<file path="src/rtl/foo_in_arbiter.sv">
`default_nettype none
// ============================================================================
// Module   : foo_in_arbiter
// Brief    : Round-robin arbiter that shares the foo datapath input between
//            NUM_REQ requesters. An in-order tag FIFO routes each foo output
//            back to the requester that issued it. The number of in-flight
//            transactions is limited to MAX_OUTSTANDING.
//            Optional watchdog: define FOO_ARB_TIMEOUT_EN.
// Revision : 1.0 - initial release
// ============================================================================
module foo_in_arbiter #(
    parameter int NUM_REQ         = 4,
    parameter int MAX_OUTSTANDING = 8,
    parameter int TIMEOUT         = 256
) (
    input  logic                                 clk,
    input  logic                                 reset_n,
    input  logic [NUM_REQ-1:0]                   req_valid,
    input  logic [NUM_REQ*8-1:0]                 req_data,
    output logic [NUM_REQ-1:0]                   req_ready,
    output logic                                 test_in_valid,
    output logic [7:0]                           test_in,
    input  logic                                 test_out_valid,
    input  logic [7:0]                           test_out,
    output logic [NUM_REQ-1:0]                   rsp_valid,
    output logic [7:0]                           rsp_data,
    output logic [$clog2(MAX_OUTSTANDING+1)-1:0] outstanding,
    output logic                                 err_orphan,
    output logic                                 err_timeout
);

    localparam int TAG_W = $clog2(NUM_REQ);
    localparam int PTR_W = $clog2(MAX_OUTSTANDING);
    localparam int CNT_W = $clog2(MAX_OUTSTANDING+1);
    localparam logic [CNT_W-1:0] c_max_cnt = CNT_W'(MAX_OUTSTANDING);

    // Elaboration-time parameter range guard
    generate
        if ((NUM_REQ < 2) || (NUM_REQ > 16) ||
            (MAX_OUTSTANDING < 2) || (MAX_OUTSTANDING > 64) ||
            ((MAX_OUTSTANDING & (MAX_OUTSTANDING - 1)) != 0) ||
            (TIMEOUT < 1)) begin : g_param_check
            $error("foo_in_arbiter: illegal parameter value");
        end
    endgenerate

    logic [TAG_W-1:0]   r_rr_ptr;     // first index searched next cycle
    logic [TAG_W-1:0]   r_tag_mem [MAX_OUTSTANDING];
    logic [PTR_W-1:0]   r_wr_ptr;
    logic [PTR_W-1:0]   r_rd_ptr;
    logic [CNT_W-1:0]   r_count;
    logic               r_err_orphan;

    logic               w_can_issue;
    logic               w_grant_found;
    logic [TAG_W-1:0]   w_grant_idx;
    logic [NUM_REQ-1:0] w_ready;
    logic               w_push;
    logic               w_pop;
    logic               w_orphan;
    logic               w_empty;
    logic [NUM_REQ-1:0] w_rsp_onehot;
    logic               w_wd_fire;

    // No bypass: a pop in the same cycle does not free a credit until next cycle.
    // The watchdog flush cycle also blocks issue so arbitration restarts cleanly.
    assign w_can_issue = (r_count < c_max_cnt) && !w_wd_fire;
    assign w_empty     = (r_count == '0);
    assign w_pop       = test_out_valid && !w_empty;
    assign w_orphan    = test_out_valid && w_empty;
    assign w_push      = w_can_issue && w_grant_found;

    // Round-robin search starting at r_rr_ptr, wrapping modulo NUM_REQ
    always_comb begin
        logic [TAG_W:0] v_idx;
        v_idx         = '0;
        w_grant_found = 1'b0;
        w_grant_idx   = '0;
        w_ready       = '0;
        for (int k = 0; k < NUM_REQ; k++) begin
            v_idx = {1'b0, r_rr_ptr} + (TAG_W+1)'(k);
            if (v_idx >= (TAG_W+1)'(NUM_REQ)) begin
                v_idx = v_idx - (TAG_W+1)'(NUM_REQ);
            end
            if (!w_grant_found && req_valid[v_idx[TAG_W-1:0]]) begin
                w_grant_found = 1'b1;
                w_grant_idx   = v_idx[TAG_W-1:0];
            end
        end
        if (w_can_issue && w_grant_found) begin
            w_ready[w_grant_idx] = 1'b1;
        end
    end

    assign req_ready = reset_n ? w_ready : '0;

    // Decode the oldest tag into the response strobe
    always_comb begin
        w_rsp_onehot = '0;
        w_rsp_onehot[r_tag_mem[r_rd_ptr]] = 1'b1;
    end

    // Tag storage: contents are only meaningful between the pointers
    always_ff @(posedge clk) begin
        if (w_push) begin
            r_tag_mem[r_wr_ptr] <= w_grant_idx;
        end
    end

    // FIFO pointers and in-flight count; a watchdog flush discards all tags
    always_ff @(posedge clk or negedge reset_n) begin
        if (!reset_n) begin
            r_wr_ptr <= '0;
            r_rd_ptr <= '0;
            r_count  <= '0;
        end else if (w_wd_fire) begin
            r_rd_ptr <= r_wr_ptr;
            r_count  <= '0;
        end else begin
            if (w_push) begin
                r_wr_ptr <= r_wr_ptr + PTR_W'(1);
            end
            if (w_pop) begin
                r_rd_ptr <= r_rd_ptr + PTR_W'(1);
            end
            case ({w_push, w_pop})
                2'b10:   r_count <= r_count + CNT_W'(1);
                2'b01:   r_count <= r_count - CNT_W'(1);
                default: r_count <= r_count;
            endcase
        end
    end

    // Round-robin pointer moves past the winner only on a real transfer
    always_ff @(posedge clk or negedge reset_n) begin
        if (!reset_n) begin
            r_rr_ptr <= '0;
        end else if (w_push) begin
            r_rr_ptr <= (w_grant_idx == TAG_W'(NUM_REQ-1)) ? '0 : w_grant_idx + TAG_W'(1);
        end
    end

    // Registered foo input and requester response outputs
    always_ff @(posedge clk or negedge reset_n) begin
        if (!reset_n) begin
            test_in_valid <= 1'b0;
            test_in       <= '0;
            rsp_valid     <= '0;
            rsp_data      <= '0;
        end else begin
            test_in_valid <= w_push;
            if (w_push) begin
                test_in <= req_data[{w_grant_idx, 3'b000} +: 8];
            end
            rsp_valid <= w_pop ? w_rsp_onehot : '0;
            if (w_pop) begin
                rsp_data <= test_out;
            end
        end
    end

    // Sticky flag for foo outputs that have no matching tag
    always_ff @(posedge clk or negedge reset_n) begin
        if (!reset_n) begin
            r_err_orphan <= 1'b0;
        end else if (w_orphan) begin
            r_err_orphan <= 1'b1;
        end
    end

    assign outstanding = r_count;
    assign err_orphan  = r_err_orphan;

`ifdef FOO_ARB_TIMEOUT_EN
    localparam int WD_W = $clog2(TIMEOUT+1);

    logic [WD_W-1:0] r_wd_cnt;
    logic            r_err_timeout;
    logic            w_wd_inc;

    // Count stalled cycles; any response or an idle arbiter clears the count
    assign w_wd_inc  = !w_empty && !test_out_valid;
    assign w_wd_fire = w_wd_inc && (r_wd_cnt == WD_W'(TIMEOUT-1));

    // Watchdog counter and sticky timeout flag
    always_ff @(posedge clk or negedge reset_n) begin
        if (!reset_n) begin
            r_wd_cnt      <= '0;
            r_err_timeout <= 1'b0;
        end else if (w_wd_fire) begin
            r_wd_cnt      <= '0;
            r_err_timeout <= 1'b1;
        end else if (w_wd_inc) begin
            r_wd_cnt <= r_wd_cnt + WD_W'(1);
        end else begin
            r_wd_cnt <= '0;
        end
    end

    assign err_timeout = r_err_timeout;
`else
    assign w_wd_fire   = 1'b0;
    assign err_timeout = 1'b0;
`endif

endmodule
`default_nettype wire

</file>
<file path="config.mk">
export PLATFORM = sky130hd
export DESIGN_NAME = foo_in_arbiter
export DESIGN_NICKNAME = d
export VERILOG_FILES = /design/src/rtl/foo_in_arbiter.sv
export SDC_FILE = /design/constraint.sdc
export NUM_CORES = 1
export LEC_CHECK = 0
export ABC_AREA = 1
export CAP_MARGIN = 30
export CORE_UTILIZATION = 35
export DETAILED_ROUTE_END_ITERATION = 10
export PLACE_DENSITY = 0.7
export REMOVE_ABC_BUFFERS = 1
export SYNTH_ARGS = -nofsm -noshare
export SYNTH_HDL_FRONTEND = slang
export SYNTH_SLANG_ARGS = --single-unit
</file>
<file path="constraint.sdc">
create_clock -name clk -period 3.2 [get_ports clk]
set_input_delay 0.32 -clock clk [delete_from_list [all_inputs] [get_ports clk]]
set_output_delay 0.32 -clock clk [all_outputs]
set_load 0.005 [all_outputs]
</file>
* After elaboration in Yosys (flattened, before gate mapping) *
Memories as Yosys holds them, arrays and structs flattened.
Cells that the tools add are included.

operators by class
  multiplexer cells = 31
  equality and inequality tests = 3
  magnitude comparators = 13
  shifts and indexed selects = 1
  reduce and logical (&&, ||, !) cells = 14
  add/sub/neg operators = 12

operators by type and width
  kind                   number
  $shiftx A32 B6 Y8      1
  $lt A2 B3 Y1 const B   6
  $mux W2                9
  $mux W1                12
  $mux W4                3
  $ge A3 B3 Y1 const B   3
  $bmux W1 S2            4
  $logic_and A1 B1 Y1    8
  $pmux W4 S2            1
  $sub A2 B1 Y2 const B  4
  $add A2 B2 Y3 const B  2
  $add A3 B1 Y3 const B  2
  $add A4 B1 Y4 const B  1
  $demux W1 S2           2
  $eq A2 B2 Y1 const B   2
  $ge A2 B1 Y1 const B   2
  $logic_not A1 Y1       4
  $logic_not A4 Y1       1
  $lt A4 B4 Y1 const B   1
  $sub A4 B1 Y4 const B  1
  $add A2 B1 Y3 const B  1
  $ge A2 B3 Y1 const B   1
  $add A2 B1 Y2 const B  1
  $eq A2 B1 Y1 const B   1
  $reduce_bool A2 Y1     1

storage, ports and cells
  memories kept = 1
  memory bits (writable) = 16
  word-level logic and storage cells = 84
  register bits after elaboration = 34
  input bits = 47
  output and inout port bits = 31

memory list
  memory     depth  bits a word  rd ports  clocked after memory_dff  wr ports  RTL line  RTL
  r_tag_mem  8      2            1         0                         1         48        logic [TAG_W-1:0] r_tag_mem [MAX_OUTSTANDING];

* Logic depth before layout (Yosys ltp) *
Gate-level depths: netlist of run 1.

  depth in word-level cells = 20
  depth in mapped cells = 18
  mapped depth without buffers = 17

* Least setup slack after synthesis of run 1 *
Ideal clock, no wire load.

  path type = flip-flop to flip-flop
  start = reg r_rr_ptr[0]
  end = reg r_count[1], in the netlist outstanding[1]
  setup time = 125 ps
  stages on the path, launching flop included = 14
  arrival = 2289 ps
  data required time = 3075 ps
  clock period less this slack = 2413 ps
  slack = 787 ps
  path buffers = 2
  cell sequence = dfrtp_1 > buf_6 > nand2_1 > nand2_1 > nand2_1 > nand2_2 > nor2_4 > nand3_4 > nand2_2 > buf_2 > ha_1 > xor2_1 > ha_1 > mux2_2

between the ends
  word-level cells in the longest chain between the ends = 17
  elaborated cells on any way between the ends = 38
  those cells by class = add/sub: 7; order compare: 4; eq/ne: 2; mux: 17; reduce/logical: 8

ends and longest elaborated chain
  what                                                      RTL line  RTL
  start, declared                                           47        logic [TAG_W-1:0] r_rr_ptr;
  start signal, assigned                                    139       r_rr_ptr <= (w_grant_idx == TAG_W'(NUM_REQ-1)) ? '0 : w_grant_idx + TAG_W'(1);
  branches (longest 13 deep; another with $add A2 B1 Y3)    --
  $mux W1 *                                                 85        if (!w_grant_found && req_valid[v_idx[TAG_W-1:0]]) begin
  $logic_and A1 B1 Y1 *                                     71        assign w_push = w_can_issue && w_grant_found;
  $eq A2 B1 Y1 / $eq A2 B2 Y1 (equally long branches)       126       case ({w_push, w_pop})
  $pmux W4 S2 / $reduce_bool A2 Y1 (equally long branches)  --
  end signal, assigned                                      127       2'b10: r_count <= r_count + CNT_W'(1);
  end signal, assigned                                      128       2'b01: r_count <= r_count - CNT_W'(1);
  end signal, assigned                                      129       default: r_count <= r_count;
  end, declared                                             51        logic [CNT_W-1:0] r_count;

Mark *: on every way between the ends. The select of a mux whose other input is x is not followed.
A chain may end at the register's enable or synchronous reset.

* Worst setup path in the final report of run 1 *
  start = reg r_rr_ptr[0]
  end = out req_ready[3]

between the ends
  word-level cells in the longest chain between the ends = 20
  elaborated cells on any way between the ends = 45
  those cells by class = add/sub: 7; order compare: 6; mux: 24; reduce/logical: 8

ends and longest elaborated chain
  what                                                                       RTL line  RTL
  branches (longest 13 deep; another with $add A2 B1 Y3)                     --
  $mux W2 *                                                                  85
  via w_grant_idx[1]                                                         56        logic [TAG_W-1:0] w_grant_idx;
  $lt A2 B3 Y1 (implied by the code) / $ge A2 B1 Y1 (equally long branches)  91        w_ready[w_grant_idx] = 1'b1;
  $logic_and A1 B1 Y1 (implied by the code)                                  91
  $mux W1 (implied by the code)                                              91
  $demux W1 S2 *                                                             91
  $mux W4 *                                                                  90        if (w_can_issue && w_grant_found) begin
  $mux W4 *                                                                  95        assign req_ready = reset_n ? w_ready : '0;
  end, declared                                                              20        output logic [NUM_REQ-1:0] req_ready,

Mark *: on every way through the listed nets, which the timed path passes. The select of a mux whose other input is x is not followed.

==> metrics.txt, run 1 <==
status finished clean; Post-Synth Simple-Gate Area approximately a third; GRT met1 Usage between 10% and 20%; effective utilization at floorplan about 36%; Detail Route Antenna Nets 0; Seq cells post-synth 50; H-Tree Depth 2; final hold vios 0; CP arrival around 2.7 ns; Hold Path Class in2async; Peak Freq about 340 MHz; routed wire length between 6 and 7 mm; Worst setup SP type flip-flop; Pleak ~1.9 nW; DP Cell Count 538; Clock Pin Slew Worst Setup and Hold Paths 0.09 ns; IO Count just under 80; Setup crit start r_rr_ptr[0]; reg2reg setup slack ~0.55 ns; Worst Setup End Kind output pin; via/cell ratio around 4.5; # fillers approximately 760; GRT met3 Usage between 3 and 4%; Setup Viol. Count Final 0; Final HPWL DP around 4.5 mm; largest family of logic cells by synthesized area simple AND/OR/NAND/NOR gates; drt drc 0; Post-Syn Area 2810 sq um; Final period util about 93%; antenna violations before repair 0; multi-input logic area around 1200 sq um; RR Endpoint outstanding[3]; Non-Filler Instances between 500 and 600; largest net degree at the start of global routing 35; DR vias about 2,500; Synth Area in Adders under 10%; CTS tree done; area grow syn2layout 37.0%; CTS Root Cell clkbuf_8; clk sinks 50; Slew Viols, Final 0; first-pass GRT wire length slightly above 10 mm; post-synthesis mux area share less than 1%; Longest Clk Path Bufs 2; mean post-synth cell area between 7 and 8 sq um; data required time at the worst endpoint 2.88 ns; vias in the first global route approximately 2,400; PortBufs between 70 and 80; XOR/XNOR Fraction of Synth Area under 10%; Die Span Y just over 90 microns; Critical Path Fanout Max 11; met2 usage between 20 and 30%; post-synthesis cell count 363; standard-cell rows 32; Peak VDD IR 436 uV; Diodes inserted 0; critical path endpoint req_ready[3]; RePlAce Congestion about 0.85; Inserted Clock Buffers 5; reg2reg start r_rr_ptr[0]; grt total ovfl 0; busiest grt layer met2; Clock Latency Late Sink ~0.3 ns; sequential cell area roughly 1300 sq um; RSZ-0062 raised after global routing false; FF-to-FF path depth 17; Synth cell types 32; leading cell type in the layout, fill and taps excluded nand2_1; most frequent cells in the layout 145 x nand2_1, 75 x clkdlybuf4s50_1, 39 x inv_1, 33 x dfrtp_1, 32 x nand3_1; CORE AREA around 8000 sq um; Total GRT Usage 15.6%; Crit Path Class reg2out; DR pass1 iterations 4; DRT iter0 DRCs 36; fin nets between 500 and 600; Max-Cap Viols 0; Clock Skews between 0.009 and 0.01 ns; layout cells sized above 1 between 8 and 9%; setup TNS 0 ns; min Tclk post-route 2.97 ns; die area around 8400 sq um; synth warn 0; die width between 90 and 100 microns; Avg WL per Cell between 10 and 15 microns; Power per Cell Area ~1100 nW/um^2; Compound-Gate Fraction of Synth Area between 5 and 6%; register area share after synthesis between 40% and 50%
## where the power goes
part	leakage (nW)	switching, mW	internal, mW
logic	1.26	1.44	1.06
registers	0.559	0.173	0.999
clock network	0.0696	0.198	0.302
total	1.89	1.81	2.36
## sequential cells by signal (all words and copies together) (netlist names)
signal,flops
r_rd_ptr,3
test_in,8
rsp_data,8
rsp_valid,4
r_wr_ptr,3
outstanding,4
r_rr_ptr,2
err_orphan,1
r_tag_mem,16
test_in_valid,1
## final cells by class
type | count | area share, %
flip-flops and latches | 50 | 34.6
multi-input cells | 260 | 32.4
repair buffers | 86 | 21.9
inverters | 44 | 4.28
well taps | 102 | 3.31
clock buffers | 7 | 2.79
clock inverters | 1 | 0.779
## synth_stat cells, drive strengths merged
cell type / instances / area share [%]
nand2: 151 / 21
inv: 43 / 5.7
nand3: 35 / 7.3
dfrtp: 34 / 30
nor2: 26 / 3.7
o21ai: 17 / 3.0
edfxtp: 16 / 17
ha: 9 / 4.0
buf: 7 / 2.1
xor2: 7 / 2.2
o22ai: 4 / 0.89
a21oi: 2 / 0.36
clkbuf: 2 / 0.27
a21o: 1 / 0.27
a31oi: 1 / 0.22
clkinv: 1 / 0.13
conb: 1 / 0.13
mux2: 1 / 0.40
nand4: 1 / 0.22
nor4: 1 / 0.22
o21a: 1 / 0.27
or2: 1 / 0.22
xnor2: 1 / 0.31
## what timing repair did
| action | 4_1_cts | 5_1_grt |
|---|---|---|
| hold buffers | 0 | 0 |
| pin swaps | 0 | 1 |
| resized for setup | 1 | 0 |
| endpoints found under the setup margin | 4 | 4 |
| setup buffers | 0 | 4 |
| endpoints found under the hold margin | 0 | 0 |
## kinds of logic (layout without fill, tap and decap cells)
logic type	count (synthesis)	in the layout
AOI/OAI and AO/OA	26	26
xor gates and xnor gates	8	8
DFF	50	50
other	1	1
muxes	1	1
adders and majority gates	9	9
buffers and inverters	53	138
and+or+nand+nor	215	215
## through the flow
step / setup WS, ns / utilization [%] / power (mW) / cell area, sq um / hold slack, ns
after floorplan: 0.688 / - / 2.74 / 2750 / 0.0244
after global placement: 0.325 / 47.3 / 3.56 / 3670 / 0.434
after detailed placement: 0.188 / 47.3 / 3.62 / 3670 / 0.425
after CTS: 0.0418 / 49.1 / 4.13 / 3810 / 0.0885
after global routing: 0.0150 / 49.6 / 4.63 / 3860 / 0.106
final: 0.229 / 49.6 / 4.17 / 3860 / 0.0730
## per-layer routing
layer  part of all wire (%)  vias to the layer above  wire length [microns]
met5                      0                        -                      0
met2                     49                       79                   2950
met1                     43                     1103                   2580
met3                    7.2                        7                    433
li1                       -                     1305                      -
met4                    1.6                        0                     95
## critical path, stage by stage, from the launching register on
cell and delay [ns]:
dfrtp_2 0.48, inv_2 0.17, nand2_1 0.09, nand3_1 0.11, nand2_2 0.09, nor2_4 0.16
nand3_1 0.08, nand3_1 0.09, nand2_2 0.17, inv_2 0.12, ha_1 0.15, inv_1 0.04
nor2_1 0.09, clkdlybuf4s50_1 0.51
## how the worst min path moves through the flow
stage                         to  slack (ns)
floorplan             err_orphan        0.02
global placement    rsp_valid[0]        0.43
detailed placement   r_rd_ptr[2]        0.43
CTS                   test_in[0]        0.09
global route          test_in[4]        0.11
finish               r_rd_ptr[2]        0.07
(Power assumes the default switching activity.)
==> inputs of run 2 (changes only) <==
- CORE_MARGIN: unset -> 2
==> run 2 against run 1 <==
  * Worst hold slack worse by 0.00067 ns
  * Sequential power barely moved
  * Cell count decreased by 0.36%
  * Largest power group unchanged
==> metrics.txt, run 2 (synthesis gave the netlist of run 1 again) <==
status finished clean; Clock Pin Slew Worst Setup and Hold Paths approximately 0.1 ns; vias in the first global route 2,468; fin nets approximately 500; Worst Setup End Kind output pin; max reg flops 16; largest net degree at the start of global routing 35; # fillers just under 800; Peak VDD IR roughly 480 uV; min setup slack post-route ~0.22 ns; first-pass GRT wire length around 11 mm; Total GRT Usage around 15%; Overall Power 4.06 mW; Clock Latency Late Sink between 0.3 and 0.4 ns; Clock Skews 0.0128 ns; grt total ovfl 0; final hold vios 0; area grow syn2layout 35.4%; data required time at the worst endpoint roughly 2.9 ns; CORE AREA between 7000 and 8000 sq um; layout cells sized above 1 7.62%; hold_buf cts 0; min Tclk post-route about 3.0 ns; multi-input logic area between 1000 and 1500 sq um; RePlAce Congestion approximately 0.82; Crit Path Class reg2out; Longest Clk Path Bufs 2; Power per Cell Area 1070 nW/um^2; effective utilization at floorplan roughly 36%; clk sinks 50; Hold Path Class in2async; DP Worst Slack about 0.19 ns; Detail Route Antenna Nets 0; reg2reg setup slack slightly below 0.5 ns; Top Registers r_tag_mem x16, rsp_data x8, test_in x8; Pleak ~1.9 nW; Setup Viol. Count Final 0; Die Span Y about 94 microns; die width between 90 and 100 microns; Final HPWL DP around 4.8 mm; DR vias 2,487; Inserted Clock Buffers 5; CP arrival about 2.7 ns; Slew Viols, Final 0; DR pass1 iterations 4; most frequent cells in the layout 145 x nand2_1, 75 x clkdlybuf4s50_1, 39 x inv_1, 33 x dfrtp_1, 32 x nand3_1; Max-Cap Viols 0; drt drc 0; H-Tree Depth 2; PortBufs between 70 and 80; die area a little under 9000 sq um; Worst setup SP type flip-flop; sequential cell area 1330 sq um; routed wire length between 6 and 7 mm; CTS Root Cell clkbuf_8; DRT iter0 DRCs 74; Biggest register r_tag_mem; Avg WL per Cell ~12 microns; Final period util between 90% and 100%; setup TNS 0 ns; Critical Path Fanout Max 11; CTS tree done; RSZ-0062 raised after global routing false; Diodes inserted 0; IO Count between 70 and 80; antenna violations before repair 0; standard-cell rows 32; leading cell type in the layout, fill and taps excluded nand2_1; Peak Freq roughly 340 MHz; via/cell ratio between 4 and 5
[run 2: cell count changes in the layout (fill, tap and decap cells not counted), sizes merged]
| cell | delta |
|---|---|
| buf | -2 |
| bufinv | -1 |
| inv | +1 |
[run 2: area by class of cell]
type,instances,share of cell area [%]
Multi-Input combinational cell,260,32.8
Timing Repair Buffer,84,21.4
Clock buffer,7,2.82
Sequential cell,50,35.0
Tap cell,102,3.35
Inverter,44,4.40
Clock inverter,1,0.230
[run 2: worst paths after layout]
check                             from             end  cells past startpoint
max in group asynchronous      reset_n     r_rr_ptr[0]                      2
min reg2reg                 err_orphan      err_orphan                      1
min                            reset_n    rsp_valid[3]                      2
max reg2reg                r_rr_ptr[0]  outstanding[3]                     16
min in group clk            err_orphan      err_orphan                      1
max                        r_rr_ptr[0]    req_ready[3]                     14
[run 2: routing by layer]
| metal | global-route usage (%) | part of all wire (%) | wire length [microns] |
|---|---|---|---|
| met1 | 18.4 | 45 | 2810 |
| met2 | 28.1 | 48 | 3000 |
| met3 | 3.85 | 6.6 | 417 |
| met4 | 3.74 | 1.2 | 77 |
| met5 | 0 | 0 | 0 |
[run 2: repair_timing]
action,in CTS,in global routing
hold endpoints to repair,0,0
pin swaps,0,1
resized for setup,1,1
setup endpoints to repair,4,4
setup buffers,0,2
[run 2: power breakdown]
part | internal, mW | switching, mW
sequential | 0.999 | 0.186
clock | 0.226 | 0.218
combinational | 1.02 | 1.41
total | 2.25 | 1.82
[run 2: critical path, cell delays in order (launching register included)]
cell and delay, ns:
dfrtp_2 0.51, buf_4 0.17, nand2_1 0.05, nand2_1 0.05, nand2_1 0.09, nand2_2 0.07
nor2_4 0.13, nand3_1 0.10, nand3_1 0.09, nand2_2 0.16, inv_2 0.11, ha_1 0.15
inv_1 0.04, nor2_1 0.10, clkdlybuf4s50_1 0.52
[run 2: stage by stage]
step	cell area, sq um	hold WS [ns]	util, %	instances
6_report	3810	0.0723	49.0	548
5_1_grt	3810	0.114	49.0	548
4_1_cts	3790	0.0947	48.8	546
3_5_place_dp	3670	0.431	47.3	538
3_3_place_gp	3670	0.432	47.3	538
2_1_floorplan	2750	0.0244	-	354
==> inputs of run 3 (changes only) <==
--- a/config.mk
+++ b/config.mk
@@ -9,3 +9,2 @@
 export CAP_MARGIN = 30
-export CORE_MARGIN = 2
 export CORE_UTILIZATION = 35
--- a/constraint.sdc
+++ b/constraint.sdc
@@ -3,2 +3,2 @@
 set_output_delay 0.32 -clock clk [all_outputs]
-set_load 0.005 [all_outputs]
+set_load 0.05 [all_outputs]
==> run 3 against run 2 <==
  * Die area down 4.2%
  * Critical path depth down 2
  * Final area up 0.16%
  * Total power up 13%
  * Critical endpoint unchanged
  * Critical path type unchanged
  * Combinational power up 22%
  * Highest routed layer unchanged
  * Via count down 0.52%
  * Sequential share of layout area down 0.057 points
==> metrics.txt, run 3 (synthesis gave the netlist of run 1 again) <==
status finished clean; Overall Power roughly 4.6 mW; PortBufs 76; internal power about 2.2 mW; Peak Freq about 340 MHz; Die Span Y just over 90 microns; data required time at the worst endpoint roughly 2.9 ns; Setup Viol. Count Final 0; DP Cell Count ~540; Final period util around nine tenths; H-Tree Depth 2; most frequent cells in the layout 145 x nand2_1, 71 x clkdlybuf4s50_1, 39 x inv_1, 33 x dfrtp_1, 32 x nand3_1; leading cell type in the layout, fill and taps excluded nand2_1; RSZ-0062 raised after global routing false; crit-path most repeated cell nand2_2; Worst setup SP type flip-flop; first-pass GRT wire length about 11 mm; final hold vios 0; critical-path cell list inv_2 > nand2_1 > nand3_1 > nand2_2 > nor2_4 > nand4_1 > nand2_2 > clkinv_2 > ha_1 > inv_1 > nor2_1 > buf_12; Final HPWL DP around 4.6 mm; die area 8400 sq um; Non-Filler Instances roughly 550; max reg flops 16; combinational share of power between 60% and 70%; DR pass1 iterations 4; Max-Cap Viols 0; effective utilization at floorplan 36.2%; standard-cell rows 32; Avg WL per Cell roughly 11 microns; Hold Path Class in2async; layout cells sized above 1 7.45%; Crit Path Class reg2out; DP Worst Slack between 0.3 and 0.4 ns; CTS Root Cell clkbuf_8; Net Sw Frac about 50%; RePlAce Congestion 0.840; Slew Viols, Final 0; CTS tree done; min Tclk post-route roughly 2.9 ns; area grow syn2layout 35.6%; DRT iter0 DRCs 48; Clock Latency Late Sink around 0.30 ns; Total GRT Usage around 16%; setup TNS 0 ns; Critical Path Fanout Max 18; Least-Margin Pin Slew around 0.54 ns; clock network fraction of total power around a tenth; Worst Setup End Kind output pin; vias in the first global route around 2,300; routed wire length 6.13 mm; Final Core Density 49.1%; Biggest register r_tag_mem; CP arrival ~2.6 ns; Detail Route Antenna Nets 0; drt drc 0; Crit-path slowest cell dfrtp_2; Longest Clk Path Bufs 2; Inserted Clock Buffers 5; Peak VDD IR between 500 and 600 uV; Clock Skews slightly above 0.008 ns; die width just over 90 microns; Clock Pin Slew Worst Setup and Hold Paths around 0.090 ns; worst relative slew slack approximately 64%; Power per Cell Area around 1200 nW/um^2; grt total ovfl 0; CORE AREA 7770 sq um; hold_buf cts 0; DR vias 2,474; Switch Pwr roughly 2.3 mW; clk sinks 50; Top Registers r_tag_mem x16, rsp_data x8, test_in x8; IO Count 78; antenna violations before repair 0; Diodes inserted 0; slowest stage delay, CP about 0.5 ns; register share of total power between 20% and 30%; via/cell ratio ~4.5; Pleak 1.86 nW; fin nets 498; largest net degree at the start of global routing 35; min setup slack post-route between 0.2 and 0.3 ns
==> run 3: worst max-delay path, delay by kind of cell (launching register included) <==
family,cells,cell delay [ns]
adder cells (fa/ha/maj),1,0.27
flip-flops,1,0.50
buffers and inverters,4,0.65
AND/OR/NAND/NOR,7,0.89
==> run 3: repair_timing <==
action	in CTS	in global routing
hold endpoints to repair	0	0
buffers inserted	0	0
setup endpoints to repair	0	2
resized for setup	0	2
==> run 3: worst paths after layout <==
path	startpoint	to	slack [ns]	cells past startpoint
setup / recovery	r_rr_ptr[0]	req_ready[3]	0.26	12
hold / removal	reset_n	r_rr_ptr[1]	0.08	2
setup reg to reg	r_rr_ptr[0]	outstanding[3]	0.71	17
hold reg to reg	err_orphan	err_orphan	0.46	1
max in group asynchronous	reset_n	r_rr_ptr[0]	2.78	2
min in group clk	err_orphan	err_orphan	0.46	1
==> run 3: metrics by stage <==
step                      instance area (sq um)  hold WS, ns
after floorplan                            2750       0.0244
after global placement                     3710        0.433
after detailed placement                   3710        0.436
after CTS                                  3810        0.102
after global routing                       3820        0.126
final                                      3820       0.0775
==> run 3: per-layer routing <==
metal  vias up  GRT usage (%)  wire length, microns
li1       1291              -                     -
met1      1093           19.6                  2720
met2        83           27.4                  2990
met3         7           3.40                   349
met4         0           4.50                    70
met5         -              0                     0
==> run 3: power by group through the flow <==
stage | Clock [mW] | Combinational, mW | Sequential [mW]
after floorplan | 0 | 1.64 | 1.63
after global placement | 0 | 2.94 | 1.19
after detailed placement | 0 | 2.99 | 1.19
after CTS | 0.438 | 3.01 | 1.18
after global routing | 0.461 | 3.33 | 1.22
final | 0.425 | 2.97 | 1.18
==> run 3: cell type report <==
cell class / instances / area [sq um]
clock buffer: 6 / 72.6
clock inverter: 2 / 33.8
fill: 762 / 3950
inverter: 44 / 166
multi-input combinational: 260 / 1250
sequential: 50 / 1330
tap: 102 / 128
timing repair buffer: 81 / 833
